`config.mk`:
```
export PLATFORM = sky130hd
export DESIGN_NAME = hazard_controller
export DESIGN_NICKNAME = d
export VERILOG_FILES = /design/src/rtl/hazard_pkg.sv /design/src/rtl/sat_counter.sv /design/src/rtl/hazard_controller.sv
export SDC_FILE = /design/constraint.sdc
export NUM_CORES = 1
export LEC_CHECK = 0
export ABC_AREA = 1
export CAP_MARGIN = 20
export CORE_UTILIZATION = 45
export CTS_CLUSTER_SIZE = 10
export DETAILED_ROUTE_END_ITERATION = 7
export PLACE_DENSITY = 0.73
export SETUP_SLACK_MARGIN = 0.3
export SYNTH_ARGS = -nofsm -noshare
export SYNTH_HDL_FRONTEND = slang
export SYNTH_HIERARCHICAL = 1
export SYNTH_SLANG_ARGS = --single-unit
```
`constraint.sdc`:
```
create_clock -name i_clk -period 2.3 [get_ports i_clk]
set_input_delay 0.23 -clock i_clk [delete_from_list [all_inputs] [get_ports i_clk]]
set_output_delay 0.23 -clock i_clk [all_outputs]
set_load 0.02 [all_outputs]
```
`src/rtl/hazard_pkg.sv`:
```
// Shared FSM state encodings and the default mul/div watchdog limit for the hazard controller.
package hazard_pkg;

    localparam int MD_TIMEOUT_DEFAULT = 64;

    typedef enum logic [1:0] {
        ST_RUN     = 2'b00,
        ST_MD_WAIT = 2'b01
    } state_e;

endpackage

```
`src/rtl/sat_counter.sv`:
```
// Up-counter that sticks at all-ones; synchronous clear has priority over increment.
module sat_counter #(
    parameter int WIDTH = 8
) (
    input  logic             i_clk,
    input  logic             i_rst_n,
    input  logic             i_clear,
    input  logic             i_inc,
    output logic [WIDTH-1:0] o_count
);

    logic [WIDTH-1:0] count_q;
    logic [WIDTH-1:0] count_d;

    always_comb begin
        count_d = count_q;
        if (i_clear) begin
            count_d = '0;
        end else if (i_inc && (count_q != {WIDTH{1'b1}})) begin
            count_d = count_q + 1'b1;
        end
    end

    always_ff @(posedge i_clk) begin
        if (!i_rst_n) begin
            count_q <= '0;
        end else begin
            count_q <= count_d;
        end
    end

    assign o_count = count_q;

endmodule

```
`src/rtl/hazard_controller.sv`:
```
// Pipeline hazard control: load-use stall, branch flush and multi-cycle mul/div wait with watchdog.
// Outputs are combinational from state and inputs; stall/flush decisions take effect the same cycle.
module hazard_controller
    import hazard_pkg::*;
#(
    parameter int MD_TIMEOUT = MD_TIMEOUT_DEFAULT,
    parameter int CNT_W      = 32
) (
    input  logic             i_clk,
    input  logic             i_rst_n,
    input  logic [4:0]       i_if_id_rs1,
    input  logic [4:0]       i_if_id_rs2,
    input  logic             i_if_id_uses_rs1,
    input  logic             i_if_id_uses_rs2,
    input  logic [4:0]       i_id_ex_rd,
    input  logic             i_id_ex_mem_read,
    input  logic             i_id_ex_md_op,
    input  logic             i_md_done,
    input  logic             i_ex_branch_taken,
    output logic             o_pc_write,
    output logic             o_if_id_write,
    output logic             o_if_id_flush,
    output logic             o_id_ex_flush,
    output logic             o_id_ex_hold,
    output logic             o_ex_mem_bubble,
    output logic             o_md_start,
    output logic             o_md_timeout,
    output logic [1:0]       o_state,
    output logic [CNT_W-1:0] o_stall_cycles
);

    localparam int WD_W = $clog2(MD_TIMEOUT) + 1;

    state_e          state_q;
    state_e          state_d;
    logic            tmo_q;
    logic            tmo_set;
    logic            wd_clear;
    logic            wd_inc;
    logic [WD_W-1:0] wd_cnt;
    logic            wd_expired;
    logic            load_use;

    assign load_use = i_id_ex_mem_read && (i_id_ex_rd != 5'd0) &&
                      ((i_if_id_uses_rs1 && (i_id_ex_rd == i_if_id_rs1)) ||
                       (i_if_id_uses_rs2 && (i_id_ex_rd == i_if_id_rs2)));

    // Last permitted wait cycle: it behaves like a done cycle.
    assign wd_expired = (wd_cnt == WD_W'(MD_TIMEOUT - 1));

    always_comb begin
        state_d         = state_q;
        o_pc_write      = 1'b1;
        o_if_id_write   = 1'b1;
        o_if_id_flush   = 1'b0;
        o_id_ex_flush   = 1'b0;
        o_id_ex_hold    = 1'b0;
        o_ex_mem_bubble = 1'b0;
        o_md_start      = 1'b0;
        wd_clear        = 1'b0;
        wd_inc          = 1'b0;
        tmo_set         = 1'b0;
        case (state_q)
            ST_RUN: begin
                if (i_ex_branch_taken) begin
                    o_if_id_flush = 1'b1;
                    o_id_ex_flush = 1'b1;
                end else if (i_id_ex_md_op) begin
                    o_md_start      = 1'b1;
                    o_pc_write      = 1'b0;
                    o_if_id_write   = 1'b0;
                    o_id_ex_hold    = 1'b1;
                    o_ex_mem_bubble = 1'b1;
                    wd_clear        = 1'b1;
                    state_d         = ST_MD_WAIT;
                end else if (load_use) begin
                    o_pc_write    = 1'b0;
                    o_if_id_write = 1'b0;
                    o_id_ex_flush = 1'b1;
                end
            end
            ST_MD_WAIT: begin
                if (i_md_done || wd_expired) begin
                    tmo_set = !i_md_done;
                    state_d = ST_RUN;
                end else begin
                    o_pc_write      = 1'b0;
                    o_if_id_write   = 1'b0;
                    o_id_ex_hold    = 1'b1;
                    o_ex_mem_bubble = 1'b1;
                    wd_inc          = 1'b1;
                end
            end
            default: state_d = ST_RUN;
        endcase
        if (!i_rst_n) begin
            o_pc_write      = 1'b1;
            o_if_id_write   = 1'b1;
            o_if_id_flush   = 1'b0;
            o_id_ex_flush   = 1'b0;
            o_id_ex_hold    = 1'b0;
            o_ex_mem_bubble = 1'b0;
            o_md_start      = 1'b0;
        end
    end

    always_ff @(posedge i_clk) begin
        if (!i_rst_n) begin
            state_q <= ST_RUN;
            tmo_q   <= 1'b0;
        end else begin
            state_q <= state_d;
            tmo_q   <= tmo_q | tmo_set;
        end
    end

    sat_counter #(.WIDTH(WD_W)) u_watchdog (
        .i_clk   (i_clk),
        .i_rst_n (i_rst_n),
        .i_clear (wd_clear),
        .i_inc   (wd_inc),
        .o_count (wd_cnt)
    );

    sat_counter #(.WIDTH(CNT_W)) u_stall_cnt (
        .i_clk   (i_clk),
        .i_rst_n (i_rst_n),
        .i_clear (1'b0),
        .i_inc   (!o_pc_write),
        .o_count (o_stall_cycles)
    );

    assign o_state      = state_q;
    assign o_md_timeout = tmo_q;

endmodule

```
==> reports/metrics.cfg, run 1 <==
[logic_synthesis]
synth-edff-count=0
syn_inst=492
synth_area_leader_cell=sky130_fd_sc_hd__dfxtp_1
synth-warning-count=6
synth-main-ff-cell=sky130_fd_sc_hd__dfxtp_1
synth.area.top_cells=sky130_fd_sc_hd__dfxtp_1, sky130_fd_sc_hd__nand2_1, sky130_fd_sc_hd__nor2_1
synth_async_sr_flop_share_pct=0
synth_area_sq_mm=0.00292
yosys.area.top_type_share_pct=28.1
syn_area_per_cell_sq_um=5.93
synth.yosys.seq_area_share_pct=28.1
postSynthRegisterBits=41
synth.top_cells.by_count=sky130_fd_sc_hd__nand2_1, sky130_fd_sc_hd__nor2_1, sky130_fd_sc_hd__inv_1
synth_most_common_cell=sky130_fd_sc_hd__nand2_1
synth_cell_types=32

[outcome]
status=finished clean

[finish]
synthToLayoutAreaGrowth_pct=36.5
post_route_cells_drive_above_1_share_pct=18.1
final_net_count=595
antenna_cells=0

[critical_path]
endpoint_kind=register
timing_worst_setup_path_type=reg2reg
critical_path_buf_inv_count=1
rr_startpoint=u_watchdog/o_count[0]
regToRegSetupSlack_ps=330
critical-path-max-stage-delay_ps=360
required_ps=2490
cp_top_delay_family=simple AND/OR/NAND/NOR gates
startpoint_type=register
worstReg2RegEnd=u_stall_cnt/o_count[19]
critical_path.max_fanout=4
worst_r2r_path_depth=15
crit_arrival_ps=2160
crit_slowest_cell=sky130_fd_sc_hd__dfxtp_4
timing.critical_path.cells=nand2_2 > nor2_2 > nand2_1 > nand2_2 > a21oi_4 > nand3_2 > nand2_4 > nand2_4 > nor2_4 > nand3_4 > nor3_4 > buf_6 > nand3_2 > nand2_1 > nor2_1

[power]
leakagePower_uw=0.00180
pwr_density_cell_mw_per_mm2=347
fin_total_pwr_uw=1380
peak_ir_drop_on_the_vdd_network_uv=341

[placement]
gp_congestion=0.861
pre_cts_ws_ps=-145
place.detailed.hpwl_mm=5.74
portBuffers=63

[timing]
timing.final.crit_share_pct=85.5
fin_crit_period_ps=1970
postLayoutSetupSlackWorst_ps=334
fmaxAchievable_mhz=509
max_slew_margin_pct=63.1
finalHoldViolations=0
max_slew.worst_pin.slew_ps=549
timing.final.setup_violations=0
worst_clock_skew_ps=7.88
timing_max_transition_violations_final=0
rsz0062_at_grt=yes

[clock_tree]
numCtsBuffers=5
clock_insertion_delay_worst_skew_ps=290
cts_sinks=41
clockRootBuffer=sky130_fd_sc_hd__clkbuf_8
cts.clk_slew.worst_paths_ps=80
clock_tree_from_tritoncts=yes
clock_path_buffers=2
htree_levels=2
hold_fix_buffer_count_after_cts=0

[die]
top_level_ports=65
chipHeight_um=82.5
coreArea_sq_mm=0.00610
num_rows=28
total_die_area_sq_mm=0.00681
initial_cell_density_of_the_core_pct=47.9
die_width_um=82.5

[hold_path]
min_to=o_md_timeout
holdPathStages=1
hold_path_class=reg2reg
hp-start=o_md_timeout

[routing]
wl_mm=8.15
wl_per_cell_um=12.6
route.detailed.vias_per_inst=5.02
dr.first_iter.drc_count=199
drt-pass1-iter-count=6
drc_errors=0
detailroute.via_count=3235
ant_nets=0

[global_routing]
grt_pass1_wl_mm=12.5
antenna_violations_before_repair=0
vias_in_the_first_global_route=2835
grt_start_max_net_pins=30
grt.overflow.total=0
grt_usage_pct=23.4

[flow_run]
drv.max_cap_violation_count=0

worst max-delay path by stage:
| stage | startpoint | to | slack (ps) | cells after the start |
|---|---|---|---|---|
| 4_1_cts | i_id_ex_rd[0] | o_pc_write | 300 | 9 |
| 6_report | u_watchdog/o_count[0] | u_stall_cnt/o_count[19] | 330 | 15 |
| 3_3_place_gp | i_id_ex_rd[4] | u_stall_cnt/o_count[29] | -70 | 18 |
| 2_1_floorplan | o_state[0] | u_stall_cnt/o_count[23] | 340 | 12 |
| 3_5_place_dp | i_id_ex_rd[2] | u_stall_cnt/o_count[29] | -150 | 18 |
| 5_1_grt | u_watchdog/o_count[0] | u_stall_cnt/o_count[15] | 160 | 17 |
routing by layer:
| metal | wire (um) | global-route usage [%] | up-vias |
|---|---|---|---|
| met2 | 4030 | 40.6 | 89 |
| met4 | 84 | 5.69 | 0 |
| met1 | 3650 | 30.2 | 1470 |
| li1 | - | - | 1665 |
| met3 | 387 | 3.85 | 11 |
| met5 | 0 | 0 | - |
report_power, final:
part / total, uW / switching [uW] / internal [uW] / leakage [uW]
clock: 481 / 243 / 238 / 0.0000443
sequential: 717 / 6.73 / 710 / 0.000335
combinational: 186 / 103 / 82.6 / 0.00142
total: 1380 / 353 / 1030 / 0.00180
worst reg2reg max path: stages, from the launching register on:
cell                      delay, ps
sky130_fd_sc_hd__dfxtp_4        360
sky130_fd_sc_hd__nand2_2         60
sky130_fd_sc_hd__nor2_2          40
sky130_fd_sc_hd__nand2_1         80
sky130_fd_sc_hd__nand2_2         80
sky130_fd_sc_hd__a21oi_4        200
sky130_fd_sc_hd__nand3_2        110
sky130_fd_sc_hd__nand2_4        110
sky130_fd_sc_hd__nand2_4         60
sky130_fd_sc_hd__nor2_4         140
sky130_fd_sc_hd__nand3_4        120
sky130_fd_sc_hd__nor3_4         230
sky130_fd_sc_hd__buf_6          130
sky130_fd_sc_hd__nand3_2         60
sky130_fd_sc_hd__nand2_1         60
sky130_fd_sc_hd__nor2_1          40
cell families (layout without fill, tap and decap cells):
| logic type | count (synthesis) | count (layout) | share of synthesized area (%) |
|---|---|---|---|
| flip-flops | 41 | 41 | 28.1 |
| buffers and inverters | 82 | 157 | 12.1 |
| AO/OA/AOI/OAI | 33 | 33 | 6.09 |
| XOR/XNOR | 2 | 2 | 0.600 |
| other | 1 | 2 | 0.128 |
| AND/OR/NAND/NOR | 331 | 333 | 52.1 |
| adder cells (fa/ha/maj) | 2 | 2 | 0.857 |
cell usage in the layout, fill, tap and decap left out, types with 11 or more instances in the layout:
master / Yosys / routed
sky130_fd_sc_hd__a21oi_1: 26 / 26
sky130_fd_sc_hd__nand2_2: 12 / 17
sky130_fd_sc_hd__clkdlybuf4s50_1: 0 / 42
sky130_fd_sc_hd__buf_4: 4 / 15
sky130_fd_sc_hd__inv_2: 8 / 11
sky130_fd_sc_hd__nand2_1: 144 / 135
sky130_fd_sc_hd__nor2_1: 99 / 91
sky130_fd_sc_hd__nor2_4: 7 / 11
sky130_fd_sc_hd__dfxtp_1: 41 / 34
sky130_fd_sc_hd__nand3_1: 35 / 32
sky130_fd_sc_hd__dlymetal6s2s_1: 0 / 15
sky130_fd_sc_hd__inv_1: 61 / 57
cell type report:
type,instances,area (sq um)
Tap cell,75,93.8
Clock buffer,7,86.3
Multi-Input combinational cell,372,1910
Sequential cell,41,837
Timing Repair Buffer,79,785
Fill cell,563,2110
Inverter,71,269
what timing repair did:
item	in CTS	in global routing
gates resized for setup	12	60
pin swaps	0	19
setup buffers	0	5
setup endpoints to repair	15	35
gates cloned	0	2
metrics by stage:
step / hold slack, ps / cells / TNS, ps / instance area (sq um) / util (%)
6_report: 473 / 645 / 0 / 3990 / 65.4
4_1_cts: 479 / 638 / 0 / 3740 / 61.3
3_5_place_dp: 461 / 631 / -790 / 3640 / 59.8
3_3_place_gp: 456 / 631 / -137 / 3640 / 59.8
5_1_grt: 512 / 645 / 0 / 3990 / 65.4
2_1_floorplan: 348 / 493 / 0 / 2920 / -
registers in the layout, indices dropped and copies added (netlist names):
name                 flops
o_md_timeout             1
u_watchdog/o_count       7
u_stall_cnt/o_count     32
o_state                  1
(Power assumes the default switching activity.)
==> run 2, diff against run 1 <==
--- a/config.mk
+++ b/config.mk
@@ -6,8 +6,10 @@
 export NUM_CORES = 1
 export LEC_CHECK = 0
 export ABC_AREA = 1
+export ABC_CLOCK_PERIOD_IN_PS = 2300
 export CAP_MARGIN = 20
 export CORE_UTILIZATION = 45
+export CTS_BUF_LIST = sky130_fd_sc_hd__clkbuf_8
 export CTS_CLUSTER_SIZE = 10
 export DETAILED_ROUTE_END_ITERATION = 7
 export PLACE_DENSITY = 0.73
==> reports/metrics.cfg, run 2 (synthesis gave the netlist of run 1 again) <==
[critical_path]
critical_path_buf_inv_count=2  ; was 1
critical_path_depth=17  ; was 15
required_ps=2530  ; was 2490 ps
cp_top_delay_family=simple AND/OR/NAND/NOR gates  ; unchanged
crit_slowest_cell=sky130_fd_sc_hd__dfxtp_4  ; unchanged
worst_r2r_path_depth=17  ; was 15
critical-path-max-stage-delay_ps=360  ; about the same
regToRegSetupSlack_ps=330  ; about the same
startpoint_type=register  ; unchanged
crit_arrival_ps=2200  ; was 2160 ps
timing.critical_path.cells=nand2_2 > nor2_2 > nand2_1 > nand2_2 > a21oi_4 > nand3_2 > nand2_4 > nand2_4 > nor2_4 > nand3_4 > inv_4 > nand2_4 > inv_2 > nand2_1 > nand2_1 > nand2_1 > nor2_1  ; was nand2_2 > nor2_2 > nand2_1 > nand2_2 > a21oi_4 > nand3_2 > nand2_4 > nand2_4 > nor2_4 > nand3_4 > nor3_4 > buf_6 > nand3_2 > nand2_1 > nor2_1
timing_worst_setup_path_type=reg2reg  ; unchanged
endpoint_kind=register  ; unchanged
rr_startpoint=u_watchdog/o_count[0]  ; unchanged
critical_path.max_fanout=4  ; unchanged
crit_top_cell=sky130_fd_sc_hd__nand2_1
worstReg2RegEnd=u_stall_cnt/o_count[15]  ; was u_stall_cnt/o_count[19]

[finish]
seqCellArea_sq_um=837  ; unchanged
final_net_count=595  ; unchanged
final_cell_mix=sky130_fd_sc_hd__nand2_1, sky130_fd_sc_hd__nor2_1, sky130_fd_sc_hd__inv_1  ; unchanged
finish.instance_area_sq_mm=0.00399  ; unchanged
post_route_cells_drive_above_1_share_pct=18.1  ; unchanged
synthToLayoutAreaGrowth_pct=36.5  ; unchanged
layout.filler_cells=563  ; unchanged
antenna_cells=0  ; unchanged
multi_input_comb_area_sq_mm=0.00191  ; unchanged
layout_commonest_cell=sky130_fd_sc_hd__nand2_1  ; unchanged
largest_register_ffs=32  ; unchanged

[timing]
max_slew_margin_pct=63.1  ; unchanged
finalHoldViolations=0  ; unchanged
timing_max_transition_violations_final=0  ; unchanged
rsz0062_at_grt=yes  ; unchanged
timing.final.crit_share_pct=85.4  ; was 85.5%
fmaxAchievable_mhz=509  ; about the same
fin_crit_period_ps=1970  ; about the same
timing.final.setup_violations=0  ; unchanged
max_slew.worst_pin.slew_ps=549  ; unchanged
worst_clock_skew_ps=7.74  ; was 7.88 ps

[routing]
ant_nets=0  ; unchanged
drt-pass1-iter-count=5  ; was 6
detailroute.via_count=3252  ; was 3235
wl_mm=8.13  ; was 8.15 mm
drc_errors=0  ; unchanged
top_signal_layer_used=met4  ; unchanged
dr.first_iter.drc_count=201  ; was 199
wl_per_cell_um=12.6  ; about the same
met2_length_mm=4.06  ; was 4.03 mm
route.detailed.vias_per_inst=5.04  ; was 5.02
metal1_wirelength_mm=3.61  ; was 3.65 mm
met3_length_um=379  ; was 387 um

[placement]
dpl-instance-area_sq_mm=0.00364  ; unchanged
place.detailed.hpwl_mm=5.74  ; unchanged
portBuffers=63  ; unchanged
gp_congestion=0.861  ; unchanged

[hold_path]
holdPathStages=1  ; unchanged
min_to=o_md_timeout  ; unchanged
hold_path_class=reg2reg  ; unchanged
hp-start=o_md_timeout  ; unchanged

[clock_tree]
cts_sinks=41  ; unchanged
hold_fix_buffer_count_after_cts=0  ; unchanged
clockRootBuffer=sky130_fd_sc_hd__clkbuf_8  ; unchanged
clock_tree_from_tritoncts=yes  ; unchanged
htree_levels=2  ; unchanged
clock_path_buffers=2  ; unchanged
cts.clk_slew.worst_paths_ps=70  ; was 80 ps
numCtsBuffers=5  ; unchanged
clock_insertion_delay_worst_skew_ps=290  ; about the same

[die]
chipHeight_um=82.5  ; unchanged
top_level_ports=65  ; unchanged
total_die_area_sq_mm=0.00681  ; unchanged
die_width_um=82.5  ; unchanged
coreArea_sq_mm=0.00610  ; unchanged
initial_cell_density_of_the_core_pct=47.9  ; unchanged
num_rows=28  ; unchanged

[global_routing]
antenna_violations_before_repair=0  ; unchanged
grt_start_max_net_pins=30  ; unchanged
grt_pass1_wl_mm=12.5  ; unchanged
grt.overflow.total=0  ; unchanged
vias_in_the_first_global_route=2835  ; unchanged
grt_usage_pct=23.4  ; unchanged

[power]
fin_total_pwr_uw=1380  ; about the same
peak_ir_drop_on_the_vdd_network_uv=340  ; was 341 uV
leakagePower_uw=0.00180  ; about the same
pwr_density_cell_mw_per_mm2=346  ; was 347 mW/mm^2

[outcome]
status=finished clean  ; unchanged

[flow_run]
drv.max_cap_violation_count=0  ; unchanged

-- run 2: cell count changes in the layout (fill, tap and decap cells not counted), sizes merged --
cell and change:
clkbuf -1, inv +1
-- run 2: per-stage QoR --
stage | cells | TNS (ps) | hold slack [ps] | utilization, % | setup slack [ps]
floorplan | 493 | 0 | 348 | - | 339
global placement | 631 | -137 | 456 | 59.8 | -66.8
detailed placement | 631 | -790 | 461 | 59.8 | -145
CTS | 638 | 0 | 479 | 61.3 | 298
global route | 645 | 0 | 512 | 65.4 | 160
finish | 645 | 0 | 473 | 65.4 | 335
-- run 2: metal layers --
metal / vias up / track usage, %
met2: 88 / 40.6
met1: 1483 / 30.2
met5: - / 0
met4: 0 / 5.69
met3: 11 / 3.85
li1: 1670 / -
-- run 2: power breakdown --
group	total, uW	leakage [uW]	internal [uW]	switching [uW]
Combinational	186	0.00142	82.6	103
Clock	476	0.0000485	234	242
Sequential	717	0.000335	710	6.70
-- run 2: cell type report --
cell class | count | share of cell area [%]
flip-flops and latches | 41 | 21.0
multi-input cells | 372 | 48.0
well taps | 75 | 2.35
clock inverters | 1 | 0.0942
clock buffers | 6 | 2.07
repair buffers | 79 | 19.7
inverters | 71 | 6.75
-- run 2: repair_timing --
item                       in CTS  in global routing
buffers inserted                0                  5
pin swaps                       0                 19
setup endpoints to repair      15                 35
gates cloned                    0                  2
gates resized for setup        12                 60
-- run 2: worst max path at each step --
| stage | startpoint | endpoint | slack [ps] |
|---|---|---|---|
| 3_5_place_dp | i_id_ex_rd[2] | u_stall_cnt/o_count[29] | -150 |
| 2_1_floorplan | o_state[0] | u_stall_cnt/o_count[23] | 340 |
| 3_3_place_gp | i_id_ex_rd[4] | u_stall_cnt/o_count[29] | -70 |
| 5_1_grt | u_watchdog/o_count[0] | u_stall_cnt/o_count[15] | 160 |
| 4_1_cts | i_id_ex_rd[0] | o_pc_write | 300 |
| 6_report | u_watchdog/o_count[0] | u_stall_cnt/o_count[15] | 330 |
-- run 2: worst register-to-register path: stages, from the launching register on --
cell and delay [ps]:
sky130_fd_sc_hd__dfxtp_4 360, sky130_fd_sc_hd__nand2_2 60, sky130_fd_sc_hd__nor2_2 40, sky130_fd_sc_hd__nand2_1 80, sky130_fd_sc_hd__nand2_2 80, sky130_fd_sc_hd__a21oi_4 200
sky130_fd_sc_hd__nand3_2 110, sky130_fd_sc_hd__nand2_4 110, sky130_fd_sc_hd__nand2_4 60, sky130_fd_sc_hd__nor2_4 140, sky130_fd_sc_hd__nand3_4 120, sky130_fd_sc_hd__inv_4 110
sky130_fd_sc_hd__nand2_4 70, sky130_fd_sc_hd__inv_2 60, sky130_fd_sc_hd__nand2_1 70, sky130_fd_sc_hd__nand2_1 100, sky130_fd_sc_hd__nand2_1 60, sky130_fd_sc_hd__nor2_1 80
==> run 3, diff against run 2 <==
--- a/config.mk
+++ b/config.mk
@@ -8,11 +8,13 @@
 export ABC_AREA = 1
 export ABC_CLOCK_PERIOD_IN_PS = 2300
 export CAP_MARGIN = 20
+export CORE_MARGIN = 5
 export CORE_UTILIZATION = 45
 export CTS_BUF_LIST = sky130_fd_sc_hd__clkbuf_8
 export CTS_CLUSTER_SIZE = 10
 export DETAILED_ROUTE_END_ITERATION = 7
 export PLACE_DENSITY = 0.73
+export REMOVE_ABC_BUFFERS = 1
 export SETUP_SLACK_MARGIN = 0.3
 export SYNTH_ARGS = -nofsm -noshare
 export SYNTH_HDL_FRONTEND = slang
==> reports/metrics.cfg, run 3 (synthesis gave the netlist of run 1 again) <==
[finish]
post_route_cells_drive_above_1_share_pct=20.6  ; was 18.1%
layout_commonest_cell=sky130_fd_sc_hd__nand2_1  ; unchanged
final_cell_mix=sky130_fd_sc_hd__nand2_1, sky130_fd_sc_hd__nor2_1, sky130_fd_sc_hd__inv_1  ; unchanged
synthToLayoutAreaGrowth_pct=37.8  ; was 36.5%
antenna_cells=0  ; unchanged
final_net_count=601  ; was 595
largest_register_ffs=32  ; unchanged
layout.filler_cells=590  ; was 563

[power]
cell_internal_pwr_uw=1150  ; was 1030 uW
seq_power_share_pct=47.2  ; was 52.0%
pwr_density_cell_mw_per_mm2=378  ; was 346 mW/mm^2
peak_ir_drop_on_the_vdd_network_uv=280  ; was 340 uV
leakagePower_uw=0.00175  ; was 0.00180 uW
pwr-share-clk_pct=40.1  ; was 34.5%
power.share.switching_pct=24.4  ; was 25.5%
switchingPower_uw=372  ; was 352 uW
combinationalPowerShare_pct=12.8  ; was 13.5%

[timing]
worst_clock_skew_ps=9.26  ; was 7.74 ps
finalHoldViolations=0  ; unchanged
max_slew.worst_pin.slew_ps=593  ; was 549 ps
timing_max_transition_violations_final=0  ; unchanged
timing.final.setup_violations=0  ; unchanged
max_slew_margin_pct=60.2  ; was 63.1%
hold-worst-slack_ps=502  ; was 473 ps
timing.final.crit_share_pct=86.5  ; was 85.4%
fin_crit_period_ps=1990  ; was 1970 ps
fmaxAchievable_mhz=503  ; was 509 MHz
rsz0062_at_grt=yes  ; unchanged
setup_total_negative_slack_ps=0  ; unchanged

[critical_path]
crit_arrival_ps=1760  ; was 2200 ps
cp_top_delay_family=buffers and inverters  ; was simple AND/OR/NAND/NOR gates
required_ps=2070  ; was 2530 ps
critical_path.max_fanout=3  ; was 4
crit_slowest_cell=sky130_fd_sc_hd__dfxtp_4  ; unchanged
startpoint_type=register  ; unchanged
endpoint_kind=output port  ; was register
critical-path-max-stage-delay_ps=350  ; was 360 ps
timing_worst_setup_path_type=reg2out  ; was reg2reg
critical_path_buf_inv_count=3  ; was 2
timing.critical_path.cells=nand2_1 > nor2_1 > nand2_1 > nand2_2 > a21oi_4 > nand2_2 > buf_4 > inv_1 > dlygate4sd2_1  ; was nand2_2 > nor2_2 > nand2_1 > nand2_2 > a21oi_4 > nand3_2 > nand2_4 > nand2_4 > nor2_4 > nand3_4 > inv_4 > nand2_4 > inv_2 > nand2_1 > nand2_1 > nand2_1 > nor2_1

[global_routing]
antenna_violations_before_repair=0  ; unchanged
grt_start_max_net_pins=30  ; unchanged
grt_usage_pct=19.4  ; was 23.4%
vias_in_the_first_global_route=3034  ; was 2835
grt.overflow.total=0  ; unchanged
grt_pass1_wl_mm=13.5  ; was 12.5 mm

[die]
die_width_um=90.5  ; was 82.5 um
coreArea_sq_mm=0.00631  ; was 0.00610 sq mm
num_rows=29  ; was 28
chipHeight_um=90.5  ; was 82.5 um
initial_cell_density_of_the_core_pct=46.2  ; was 47.9%
top_level_ports=65  ; unchanged
total_die_area_sq_mm=0.00820  ; was 0.00681 sq mm

[hold_path]
hold_path_class=reg2reg  ; unchanged

[routing]
detailroute.via_count=3272  ; was 3252
ant_nets=0  ; unchanged
route.detailed.vias_per_inst=5.00  ; was 5.04
drt-pass1-iter-count=4  ; was 5
wl_mm=8.32  ; was 8.13 mm
dr.first_iter.drc_count=166  ; was 201
wl_per_cell_um=12.7  ; was 12.6 um
drc_errors=0  ; unchanged

[clock_tree]
clock_tree_from_tritoncts=yes  ; unchanged
cts_sinks=41  ; unchanged
cts.clk_slew.worst_paths_ps=80  ; was 70 ps
htree_levels=2  ; unchanged
hold_fix_buffer_count_after_cts=0  ; unchanged
clockRootBuffer=sky130_fd_sc_hd__clkbuf_8  ; unchanged
numCtsBuffers=5  ; unchanged
clock_insertion_delay_worst_skew_ps=300  ; was 290 ps
clock_path_buffers=2  ; unchanged

[placement]
portBuffers=63  ; unchanged
place.detailed.hpwl_mm=5.91  ; was 5.74 mm
gp_congestion=0.903  ; was 0.861

[flow_run]
drv.max_cap_violation_count=0  ; unchanged

[outcome]
status=finished clean  ; unchanged

[run 3: cell types whose count changed in the layout (fill, tap and decap cells not counted), moves of 2 or more]
cell,change
sky130_fd_sc_hd__nand2_1,-2
sky130_fd_sc_hd__nand2_2,+2
sky130_fd_sc_hd__clkdlybuf4s50_1,+6
sky130_fd_sc_hd__buf_4,+6
sky130_fd_sc_hd__dlymetal6s2s_1,-9
sky130_fd_sc_hd__nor2_2,+6
sky130_fd_sc_hd__nor2_1,-5
[run 3: layout make-up]
| cell class | instances | area (sq um) | share of cell area [%] |
|---|---|---|---|
| Clock inverter | 2 | 33.8 | 0.840 |
| Clock buffer | 6 | 82.6 | 2.05 |
| Timing Repair Buffer | 85 | 797 | 19.8 |
| Multi-Input combinational cell | 372 | 1910 | 47.4 |
| Inverter | 71 | 272 | 6.75 |
| Tap cell | 77 | 96.3 | 2.39 |
| Sequential cell | 41 | 835 | 20.7 |
[run 3: layer usage]
| metal | routed length (um) | share of wire (%) | GRT usage, % |
|---|---|---|---|
| met3 | 492 | 5.9 | 3.67 |
| met4 | 124 | 1.5 | 5.71 |
| met2 | 4220 | 51 | 34.8 |
| met1 | 3490 | 42 | 23.2 |
| met5 | 0 | 0 | 0 |
[run 3: stage by stage]
step / instance area [sq um] / total power, uW / instances / util, % / setup WS, ps
finish: 4020 / 1520 / 654 / 63.7 / 311
global route: 4020 / 1590 / 654 / 63.7 / 185
CTS: 3850 / 1530 / 649 / 61.1 / 286
detailed placement: 3630 / 920 / 631 / 57.5 / -182
global placement: 3630 / 916 / 631 / 57.5 / -64.0
floorplan: 2840 / 828 / 482 / - / 193
[run 3: power groups by stage]
stage	clock network, uW	logic (uW)	registers (uW)
after floorplan	0	90.9	737
after global placement	0	181	735
after detailed placement	0	184	736
after CTS	632	183	718
after global routing	660	216	719
final	610	194	718
[run 3: path summary, 6_finish.rpt]
kind              cells after the start                   from  slack, ps                       to
hold reg to reg                       1           o_md_timeout        500             o_md_timeout
hold / removal                        1           o_md_timeout        500             o_md_timeout
setup / recovery                      9  u_watchdog/o_count[5]        310          o_ex_mem_bubble
setup reg to reg                     16  u_watchdog/o_count[5]        370  u_stall_cnt/o_count[25]
[run 3: what timing repair did]
action                                  4_1_cts  5_1_grt
pin swaps                                    13       23
endpoints found under the setup margin       18       29
resized for setup                            32       44
buffers inserted                             10        3
hold endpoints to repair                      0        0
gates cloned                                  0        2
